## config.mk

```make
export PLATFORM = sky130hd
export DESIGN_NAME = imem_loader
export DESIGN_NICKNAME = d
export VERILOG_FILES = /design/src/rtl/imem_loader.sv
export SDC_FILE = /design/constraint.sdc
export NUM_CORES = 1
export LEC_CHECK = 0
export ABC_AREA = 0
export CAP_MARGIN = 20
export CORE_MARGIN = 2
export CORE_UTILIZATION = 50
export DETAILED_ROUTE_END_ITERATION = 7
export PLACE_DENSITY_LB_ADDON = 0.3
export SYNTH_ARGS = -nofsm -noshare
export SYNTH_HDL_FRONTEND = slang
export SYNTH_SLANG_ARGS = --single-unit
```

## constraint.sdc

```tcl
create_clock -name i_clk -period 2 [get_ports i_clk]
set_input_delay 0.4 -clock i_clk [delete_from_list [all_inputs] [get_ports i_clk]]
set_output_delay 0.4 -clock i_clk [all_outputs]
set_load 0.02 [all_outputs]
```

## src/rtl/imem_loader.sv

```systemverilog
// Instruction memory loader: packs a UART byte stream (MSB first) into
// instruction words and writes them at sequential addresses from 0.
// Stops on a HALT word, on overflow of the memory, or on an inter-byte timeout.
module imem_loader #(
    parameter int unsigned DATA_WIDTH     = 32,
    parameter int unsigned BYTE_WIDTH     = 8,
    parameter int unsigned DATA_DEPTH     = 128,
    parameter int unsigned ADDR_WIDTH     = 7,
    parameter int unsigned TIMEOUT_CYCLES = 1_000_000
) (
    input  logic                  i_clk,
    input  logic                  i_reset,
    input  logic                  i_start,
    input  logic [BYTE_WIDTH-1:0] i_rx_data,
    input  logic                  i_rx_valid,
    output logic                  o_mem_we,
    output logic [ADDR_WIDTH-1:0] o_mem_addr,
    output logic [DATA_WIDTH-1:0] o_mem_wdata,
    output logic                  o_loading,
    output logic                  o_done,
    output logic                  o_error,
    output logic [ADDR_WIDTH:0]   o_word_count
);

    localparam int unsigned BYTES_PER_WORD = DATA_WIDTH / BYTE_WIDTH;
    localparam int unsigned IDX_W          = $clog2(BYTES_PER_WORD);
    localparam int unsigned ASM_W          = DATA_WIDTH - BYTE_WIDTH;
    localparam int unsigned TO_W           = (TIMEOUT_CYCLES > 1) ? $clog2(TIMEOUT_CYCLES) : 1;
    localparam int unsigned OPC_W          = 6;

    localparam logic [OPC_W-1:0] HALT_OPC = '1;
    localparam logic [IDX_W-1:0] LAST_IDX = IDX_W'(BYTES_PER_WORD - 1);
    localparam logic [ADDR_WIDTH-1:0] LAST_ADDR = ADDR_WIDTH'(DATA_DEPTH - 1);
    localparam logic [TO_W-1:0] TO_LIMIT = TO_W'(TIMEOUT_CYCLES - 1);

    typedef enum logic [1:0] {
        IDLE  = 2'd0,
        RECV  = 2'd1,
        DONE  = 2'd2,
        ERROR = 2'd3
    } state_t;

    state_t state_q;
    state_t state_d;

    // Only the lower bytes need holding; the newest byte comes straight from the input.
    logic [ASM_W-1:0]      asm_q;
    logic [IDX_W-1:0]      idx_q;
    logic [ADDR_WIDTH-1:0] ptr_q;
    logic [TO_W-1:0]       to_cnt_q;

    logic loading_d;
    logic done_d;
    logic error_d;

    logic                  start_c;
    logic                  accept_c;
    logic                  word_c;
    logic                  halt_c;
    logic                  last_c;
    logic                  timeout_c;
    logic [DATA_WIDTH-1:0] word_data_c;

    assign start_c     = i_start && (state_q != RECV);
    assign accept_c    = (state_q == RECV) && i_rx_valid;
    assign word_c      = accept_c && (idx_q == LAST_IDX);
    assign word_data_c = {asm_q, i_rx_data};
    assign halt_c      = (word_data_c[DATA_WIDTH-1 -: OPC_W] == HALT_OPC);
    assign last_c      = (ptr_q == LAST_ADDR);
    assign timeout_c   = (state_q == RECV) && !i_rx_valid && (idx_q != '0)
                         && (to_cnt_q == TO_LIMIT);

    // State register
    always_ff @(posedge i_clk) begin
        if (i_reset) begin
            state_q <= IDLE;
        end else begin
            state_q <= state_d;
        end
    end

    // Next-state decode
    always_comb begin
        state_d = state_q;
        case (state_q)
            IDLE: begin
                if (i_start) state_d = RECV;
            end
            RECV: begin
                if (word_c) begin
                    if (halt_c)      state_d = DONE;
                    else if (last_c) state_d = ERROR;
                end else if (timeout_c) begin
                    state_d = ERROR;
                end
            end
            DONE, ERROR: begin
                if (i_start) state_d = RECV;
            end
            default: state_d = IDLE;
        endcase
    end

    // Status flags follow the state being entered so they line up with it
    always_comb begin
        loading_d = 1'b0;
        done_d    = 1'b0;
        error_d   = 1'b0;
        case (state_d)
            RECV:    loading_d = 1'b1;
            DONE:    done_d    = 1'b1;
            ERROR:   error_d   = 1'b1;
            default: ;
        endcase
    end

    // Registered status flags and write strobe
    always_ff @(posedge i_clk) begin
        if (i_reset) begin
            o_loading <= 1'b0;
            o_done    <= 1'b0;
            o_error   <= 1'b0;
            o_mem_we  <= 1'b0;
        end else begin
            o_loading <= loading_d;
            o_done    <= done_d;
            o_error   <= error_d;
            o_mem_we  <= word_c;
        end
    end

    // Byte assembly, write pointer, word count and inter-byte timeout
    always_ff @(posedge i_clk) begin
        if (i_reset) begin
            asm_q        <= '0;
            idx_q        <= '0;
            ptr_q        <= '0;
            to_cnt_q     <= '0;
            o_mem_addr   <= '0;
            o_mem_wdata  <= '0;
            o_word_count <= '0;
        end else if (start_c) begin
            idx_q        <= '0;
            ptr_q        <= '0;
            to_cnt_q     <= '0;
            o_word_count <= '0;
        end else if (accept_c) begin
            asm_q    <= ASM_W'({asm_q, i_rx_data});
            to_cnt_q <= '0;
            if (word_c) begin
                idx_q        <= '0;
                o_mem_addr   <= ptr_q;
                o_mem_wdata  <= word_data_c;
                o_word_count <= o_word_count + (ADDR_WIDTH + 1)'(1);
                // The last address ends the load, so the pointer is never wrapped
                if (!last_c) ptr_q <= ptr_q + ADDR_WIDTH'(1);
            end else begin
                idx_q <= idx_q + IDX_W'(1);
            end
        end else if ((state_q == RECV) && (idx_q != '0) && !timeout_c) begin
            to_cnt_q <= to_cnt_q + TO_W'(1);
        end
    end

endmodule

```

==> impl_metrics.json, run 1 <==
{
  "async_reset_ff_share_pct": 0,
  "die_w_um": 94.7,
  "grtUsageTotal_pct": 21.3,
  "swShare_pct": 23.8,
  "synth_edf_count": 0,
  "dr.first_iter.drc_count": 154,
  "hold_path_depth": 2,
  "vias": 3519,
  "max_slew_margin_pct": 71.9,
  "leakage_uw": 0.00172,
  "crit_family": "buffers and inverters",
  "clkTransAtPathRegs_ns": 0.10,
  "synth-main-ff-cell": "dfxtp_1",
  "finClkSkew_ns": 0.0202,
  "critical_path.max_stage_delay_ns": 0.65,
  "worst-slew-pin-transition_ns": 0.418,
  "drv_slew": 0,
  "postRouteAntennaNets": 0,
  "cts_made_buffers": 9,
  "power_density_mw_per_mm2": 714,
  "die_area_mm2": 0.00897,
  "utilization_pct": 63.4,
  "cp_cell_sequence": "clkdlybuf4s50_1",
  "start_kind": "flip-flop",
  "p_sw_uw": 873,
  "p_int_uw": 2790,
  "synth_common_cells": "142 x nand2_1, 106 x dfxtp_1, 71 x a21oi_1, 40 x nor2_1, 17 x xor2_1",
  "portBuffers": 62,
  "cts_tree": "built",
  "yosysSeqAreaShare_pct": 51.6,
  "synth.top_cell.area_share_pct": 51.6,
  "die_h_um": 94.7,
  "ff2ff_path_depth": 7,
  "syn_area_per_cell_um2": 8.33,
  "clock_latency_ns": 0.38,
  "syn_area_mm2": 0.00411,
  "hp-class": "in2reg",
  "hold_viol": 0,
  "grt_antenna_before_repair": 0,
  "wl_mm": 9.15,
  "crit_fanout": 5,
  "crit_type": "reg2out",
  "worstPathRequired_ns": 1.60,
  "via_per_inst": 5.26,
  "n_antenna_cell": 0,
  "syn_nets": 511,
  "cts.sinks": 106,
  "grt_pass1_wl_mm": 15.2,
  "htreeDepth": 3,
  "cp_num_buf_inv": 1,
  "comb_power_share_pct": 3.8,
  "final_cell_area_mm2": 0.00513,
  "hold_ws_ns": 0.394,
  "drc": 0,
  "p_total_uw": 3660,
  "post_cts_buffers": 0,
  "grt_pass1_vias": 3288,
  "syn_to_final_growth_pct": 24.7,
  "first_pass_iters": 4,
  "vdd_drop_max_mv": 0.396,
  "cts-hold-fix-buffers": 0,
  "nNetsFinal": 576,
  "root_buffer": "clkbuf_8",
  "status": "finished, final reports clean",
  "place_congestion": 0.814,
  "worst-endpoint-arrival_ns": 1.46,
  "crit_path_end_kind": "output pin",
  "ys_ff_latch": 106,
  "clock_power_share_pct": 38.0,
  "cp_slowest_cell": "clkdlybuf4s50_1",
  "overflow": 0,
  "synth_cell_type_count": 47,
  "finalCritPeriodShare_pct": 92.8,
  "timing.fmax_mhz": 539,
  "core_area_mm2": 0.00809,
  "rows": 33,
  "grt_max_degree": 34,
  "synth_top_area_cell": "dfxtp_1",
  "dp_cells": 653,
  "dp_hpwl_mm": 6.36,
  "wl_per_cell_um": 13.7,
  "min_period_ns": 1.86,
  "io-pin-count": 63,
  "final_cells": 669,
  "synth_cells": 494,
  "yosysMostFrequentCell": "nand2_1",
  "maxCapViolCount": 0,
  "pwr-share-seq_pct": 58.3,
  "cp_num_cells": 1,
  "place_area_mm2": 0.00492,
  "grt_setup_unrepaired": "false",
  "cts_resized": 0,
  "synth_area_leaders": "dfxtp_1 52%, nand2_1 13%, a21oi_1 8.6%, nor2_1 3.6%, xor2_1 3.6%",
  "initial_core_util_pct": 50.8,
  "cts_buffer_depth": 2,
  "ys.warnings.count": 0,
  "drive_above_1_share_pct": 7.98,
  "setup_viol": 0,
  "fillers": 700
}
power groups by stage:
stage / sequential [µW] / combinational (µW) / clock (µW)
after floorplan: 2180 / 75.6 / 0
after global placement: 2180 / 136 / 0
after detailed placement: 2180 / 138 / 0
after CTS: 2130 / 139 / 1420
after global routing: 2140 / 152 / 1510
final: 2130 / 138 / 1390
final timing paths:
path / start / to / slack [ns]
worst max-delay path: o_word_count[3]$_SDFFE_PP0P_ / o_word_count[3] / 0.14
worst min-delay path: i_reset / o_mem_we$_SDFF_PP0_ / 0.39
worst max register to register: idx_q[0]$_SDFFE_PP0P_ / to_cnt_q[5]$_SDFFE_PP0P_ / 0.20
worst min register to register: o_mem_wdata[17]$_SDFFE_PP0P_ / o_mem_wdata[17]$_SDFFE_PP0P_ / 0.46
flip-flops by register name, indices dropped and copies added, names as in the netlist:
name          count
asm_q            24
state_q           2
o_mem_we          1
o_done            1
o_mem_addr        7
to_cnt_q         20
o_word_count      8
o_error           1
o_mem_wdata      32
o_loading         1
idx_q             2
ptr_q             7
layer usage:
metal / global-route usage [%] / share of wire (%)
met3: 6.46 / 5.2
met1: 27.9 / 46
met4: 6.16 / 1.6
met2: 34.1 / 47
met5: 0 / 0
per-stage QoR:
step | setup TNS, ns | setup WS (ns)
after floorplan | 0 | 0.335
after global placement | -0.0746 | -0.0320
after detailed placement | -0.586 | -0.0849
after CTS | 0 | 0.138
after global routing | 0 | 0.0375
final | 0 | 0.145
kinds of logic (layout without fill, tap and decap cells):
| kind of cell | count (synthesis) | in the layout | synth area share, % |
|---|---|---|---|
| AOI/OAI and AO/OA | 83 | 83 | 11.0 |
| xor gates and xnor gates | 26 | 26 | 5.54 |
| adders and majority gates | 5 | 5 | 1.52 |
| buffers and inverters | 34 | 104 | 3.44 |
| DFF | 106 | 106 | 51.6 |
| muxes | 2 | 2 | 0.487 |
| and+or+nand+nor | 238 | 238 | 26.4 |
cells in the final DEF (no fill, tap or decap), drive strengths merged, types with 10 or more instances in the layout:
master,n
inv,10
clkdlybuf4s50,61
nor3,10
dfxtp,106
nand2,142
nor2,41
buf,20
a21oi,71
xor2,17
clkbuf,10
nand3,13
layout make-up:
type                            instances  area, µm²  share of cell area (%)
Clock buffer                           10        128                    2.49
Clock inverter                          6       85.1                    1.66
Tap cell                              105        131                    2.56
Inverter                                7       26.3                   0.512
Sequential cell                       106       2120                    41.4
Multi-Input combinational cell        354       1850                    36.1
Timing Repair Buffer                   81        783                    15.3
No activity file was read; power rests on OpenSTA's default activity.
==> run 2: changes to the inputs <==
Settings changed: CORE_MARGIN 2 to not set.
==> run 2 against run 1 <==
Net effect: total power down 2.7%; sequential power about the same; cell area is 0.56% lower; combinational power hardly changed; fmax decreased by 2.6%; cell count decreased by 0.75%; clock skew barely moved; setup slack lost 0.049 ns; clock-buffer cell count did not move; via count is 1.3% lower; register-to-register slack worse by 0.10 ns; critical path type is now reg2reg; critical endpoint is now to_cnt_q[6]$_SDFFE_PP0P_.
==> impl_metrics.json, run 2 (synthesis gave the netlist of run 1 again) <==
{
  "timing.fmax_mhz": 525,
  "portBuffers": 62,
  "cts_tree": "built",
  "dp_cells": 647,
  "whs_endpoint": "o_mem_wdata[26]$_SDFFE_PP0P_",
  "first_pass_iters": 4,
  "layout.cells.most_common_list": "142 x nand2_1, 106 x dfxtp_1, 71 x a21oi_1",
  "ff_latch_area_mm2": 0.00212,
  "wl_mm": 8.94,
  "crit_fanout": 4,
  "core_area_mm2": 0.00785,
  "dr.first_iter.drc_count": 138,
  "cts-hold-fix-buffers": 0,
  "rows": 32,
  "grtUsageTotal_pct": 21.5,
  "cts.sinks": 106,
  "via_per_inst": 5.23,
  "overflow": 0,
  "htreeDepth": 3,
  "clock_latency_ns": 0.38,
  "wl_per_cell_um": 13.5,
  "vias": 3472,
  "hp-class": "reg2reg",
  "clkTransAtPathRegs_ns": 0.11,
  "grt_pass1_vias": 3299,
  "nNetsFinal": 574,
  "syn_to_final_growth_pct": 24.0,
  "maxCapViolCount": 0,
  "grt_pass1_wl_mm": 14.8,
  "place_congestion": 0.827,
  "final_common_cell": "nand2_1",
  "p_total_uw": 3560,
  "drv_slew": 0,
  "max_slew_margin_pct": 63.9,
  "worstPathRequired_ns": 2.30,
  "regMostFlops": "o_mem_wdata",
  "postRouteAntennaNets": 0,
  "grt_setup_unrepaired": "true",
  "multi_input_area_mm2": 0.00186,
  "hold_path_depth": 2,
  "setup_viol": 0,
  "vdd_drop_max_mv": 0.400,
  "start_kind": "flip-flop",
  "cts_buffer_depth": 2,
  "hold_viol": 0,
  "root_buffer": "clkbuf_8",
  "cts_made_buffers": 9,
  "worst-slew-pin-transition_ns": 0.538,
  "drive_above_1_share_pct": 8.19,
  "final_cells": 664,
  "rr_endpoint": "to_cnt_q[6]$_SDFFE_PP0P_",
  "min_period_ns": 1.90,
  "drc": 0,
  "initial_core_util_pct": 52.4,
  "dp_hpwl_mm": 6.14,
  "die_area_mm2": 0.00859,
  "r2r-start": "to_cnt_q[0]$_SDFFE_PP0P_",
  "r2r_setup_slack_ns": 0.1,
  "die_w_um": 92.7,
  "status": "finished, final reports clean",
  "n_antenna_cell": 0,
  "finClkSkew_ns": 0.0205,
  "crit_path_end_kind": "flip-flop",
  "die_h_um": 92.7,
  "fillers": 670,
  "largest_register_ffs": 32,
  "crit_type": "reg2reg",
  "largestRegisters": "o_mem_wdata x32, asm_q x24, to_cnt_q x20",
  "final.setup.tns_ns": 0,
  "power_density_mw_per_mm2": 698,
  "io-pin-count": 63,
  "ff2ff_path_depth": 6,
  "grt_max_degree": 44,
  "leakage_uw": 0.00170,
  "worst-endpoint-arrival_ns": 2.21,
  "finalCritPeriodShare_pct": 95.2,
  "grt_antenna_before_repair": 0,
  "hold_start": "o_mem_wdata[26]$_SDFFE_PP0P_"
}
-- run 2: cell count changes in the layout (fill, tap and decap cells not counted), sizes merged --
cell and delta:
buf -2, bufinv -1, clkinvlp +1
-- run 2: final cells by class --
cell class | count | area share [%]
sequential | 106 | 41.6
timing repair buffer | 79 | 15.1
clock buffer | 10 | 2.70
clock inverter | 6 | 1.08
multi-input combinational | 354 | 36.5
inverter | 7 | 0.515
tap | 102 | 2.50
-- run 2: what timing repair did --
| item | 4_1_cts | 5_1_grt |
|---|---|---|
| endpoints found under the setup margin | 0 | 4 |
| gates resized for setup | 0 | 2 |
| setup buffers | 0 | 1 |
-- run 2: worst max-delay path by stage --
stage                                  start                            to  slack [ns]  cells after the start
floorplan              idx_q[0]$_SDFFE_PP0P_      to_cnt_q[7]$_SDFFE_PP0P_        0.33                      6
global placement                  i_rx_valid  o_word_count[7]$_SDFFE_PP0P_       -0.06                      7
detailed placement                i_rx_valid  o_word_count[5]$_SDFFE_PP0P_       -0.10                      7
CTS                    idx_q[0]$_SDFFE_PP0P_     to_cnt_q[19]$_SDFFE_PP0P_        0.11                      8
global route        to_cnt_q[0]$_SDFFE_PP0P_      to_cnt_q[6]$_SDFFE_PP0P_       -0.02                      6
finish              to_cnt_q[0]$_SDFFE_PP0P_      to_cnt_q[6]$_SDFFE_PP0P_         0.1                      6
-- run 2: power by group --
group / internal [µW] / switching, µW / leakage [µW]
clock network: 512 / 780 / 0.0000929
registers: 2120 / 11.3 / 0.000855
logic: 54.2 / 82.3 / 0.000754
total: 2690 / 874 / 0.00170
-- run 2: per-layer routing --
layer | vias to the layer above | GRT usage (%) | wire length, µm | part of all wire, %
met3 | 11 | 6.40 | 500 | 5.6
met5 | - | 0 | 0 | 0
met2 | 69 | 37.3 | 4390 | 49
li1 | 1757 | - | - | -
met1 | 1635 | 26.0 | 3970 | 44
met4 | 0 | 5.51 | 89 | 1.0
-- run 2: worst max-delay path, stage by stage, from the launching register on --
cell       delay, ns
dfxtp_1         0.38
ha_1            0.20
nand3_1         0.23
nor3_1          0.49
o2111ai_1       0.24
xor2_1          0.19
nor2_1          0.10
-- run 2: metrics by stage --
step	worst slack, ns	instance area [µm²]	util (%)	hold slack, ns
detailed placement	-0.104	4890	62.3	0.447
finish	0.0958	5100	65.0	0.459
global route	-0.0244	5100	65.0	0.470
global placement	-0.0562	4890	62.3	0.446
floorplan	0.335	4110	-	0.432
CTS	0.113	5080	64.8	0.462
==> run 3: changes to the inputs <==
Settings changed: CORE_UTILIZATION 50 to 45, HOLD_SLACK_MARGIN set to 0.06, SLEW_MARGIN set to 20.
==> run 3 against run 2 <==
Net effect: the flow now finishes with violations (DRC); fmax grew 3.5%; setup slack gained 0.065 ns; die area grew 11%; clock power grew 5%; core utilization shrank 6.6 points; cell area grew 0.79%; clock skew shrank 0.0054 ns.
==> impl_metrics.json, run 3 (synthesis gave the netlist of run 1 again) <==
{
  "rows": 34,
  "layout.cells.most_common_list": "142 x nand2_1, 106 x dfxtp_1, 71 x a21oi_1",
  "final_common_cell": "nand2_1",
  "p_total_uw": 3620,
  "root_buffer": "clkbuf_8",
  "setup_viol": 0,
  "maxCapViolCount": 0,
  "dp_cells": 654,
  "cp_num_buf_inv": 1,
  "crit_family": "buffers and inverters",
  "drc": 6,
  "finClkSkew_ns": 0.0151,
  "timing.fmax_mhz": 544,
  "drv_slew": 0,
  "io-pin-count": 63,
  "crit_fanout": 5,
  "hp-class": "in2reg",
  "leakage_uw": 0.00173,
  "initial_core_util_pct": 46.7,
  "die_h_um": 97.6,
  "grt_pass1_wl_mm": 14.7,
  "wl_mm": 8.77,
  "die_area_mm2": 0.00953,
  "fillers": 774,
  "vdd_drop_max_mv": 0.484,
  "htreeDepth": 3,
  "worst-slew-pin-transition_ns": 0.506,
  "violations": "DRC",
  "drive_above_1_share_pct": 8.16,
  "cts.sinks": 106,
  "overflow": 0,
  "start_kind": "flip-flop",
  "power_density_mw_per_mm2": 705,
  "hold_viol": 0,
  "cts_resized": 0,
  "largest_register_ffs": 32,
  "syn_to_final_growth_pct": 24.9,
  "largestRegisters": "o_mem_wdata x32, asm_q x24, to_cnt_q x20",
  "cp_slowest_cell": "clkdlybuf4s50_1",
  "regMostFlops": "o_mem_wdata",
  "grt_setup_unrepaired": "false",
  "crit_type": "reg2out",
  "cts_tree": "built",
  "hold_ws_ns": 0.394,
  "min_period_ns": 1.84,
  "grt_pass1_vias": 3147,
  "max_slew_margin_pct": 66.0,
  "portBuffers": 62,
  "die_w_um": 97.6,
  "core_area_mm2": 0.00881,
  "nNetsFinal": 576,
  "worstPathRequired_ns": 1.60,
  "grt_antenna_before_repair": 0,
  "first_pass_iters": 6,
  "vias": 3427,
  "critical_path.max_stage_delay_ns": 0.64,
  "postRouteAntennaNets": 0,
  "n_antenna_cell": 0,
  "via_per_inst": 5.10,
  "cp_cell_sequence": "clkdlybuf4s50_1",
  "grtUsageTotal_pct": 18.9,
  "cts-hold-fix-buffers": 0,
  "grt_max_degree": 41,
  "cts_buffer_depth": 2,
  "status": "finished, violations left",
  "cts_made_buffers": 9,
  "worst-endpoint-arrival_ns": 1.44,
  "place_congestion": 0.805,
  "finalCritPeriodShare_pct": 92.0,
  "clock_latency_ns": 0.37,
  "dp_hpwl_mm": 6.10,
  "wl_per_cell_um": 13.0,
  "final_cells": 672,
  "crit_path_end_kind": "output pin",
  "final.setup.tns_ns": 0,
  "clkTransAtPathRegs_ns": 0.11,
  "dr.first_iter.drc_count": 170
}
run 3: where the power goes:
| part | internal, µW | total (µW) | switching, µW | leakage (µW) |
|---|---|---|---|---|
| sequential | 2120 | 2130 | 11.0 | 0.000855 |
| combinational | 54.8 | 139 | 83.9 | 0.000768 |
| clock | 516 | 1350 | 836 | 0.000106 |
| total | 2690 | 3620 | 931 | 0.00173 |
run 3: layer usage:
| layer | wire length (µm) | vias to the layer above | track usage (%) |
|---|---|---|---|
| met5 | 0 | - | 0 |
| met1 | 4180 | 1585 | 24.2 |
| met3 | 475 | 8 | 5.76 |
| li1 | - | 1758 | - |
| met4 | 98 | 0 | 5.48 |
| met2 | 4010 | 76 | 30.7 |
run 3: path summary, 6_finish.rpt:
kind	cells after the start	to	slack [ns]	start
worst max-delay path	1	o_word_count[2]	0.16	o_word_count[2]$_SDFFE_PP0P_
worst max register to register	8	to_cnt_q[15]$_SDFFE_PP0P_	0.17	idx_q[0]$_SDFFE_PP0P_
worst min register to register	2	o_mem_wdata[6]$_SDFFE_PP0P_	0.46	o_mem_wdata[6]$_SDFFE_PP0P_
worst min-delay path	2	o_mem_addr[1]$_SDFFE_PP0P_	0.39	i_reset
run 3: what timing repair did:
action | in CTS | in global routing
endpoints found under the setup margin | 0 | 5
endpoints found under the hold margin | 0 | 0
setup buffers | 0 | 2
run 3: per-stage QoR:
step	setup slack (ns)	cell area (µm²)	utilization [%]
floorplan	0.335	4110	-
global placement	-0.0340	4920	55.8
detailed placement	-0.0691	4920	55.8
CTS	0.129	5120	58.2
global route	0.00495	5140	58.4
finish	0.161	5140	58.4
run 3: area by class of cell:
cell class	instances	area, µm²	share of cell area (%)
Sequential cell	106	2120	41.3
Multi-Input combinational cell	354	1850	36.1
Timing Repair Buffer	81	796	15.5
Tap cell	108	135	2.63
Clock buffer	9	124	2.41
Clock inverter	7	83.8	1.63
Inverter	7	26.3	0.511
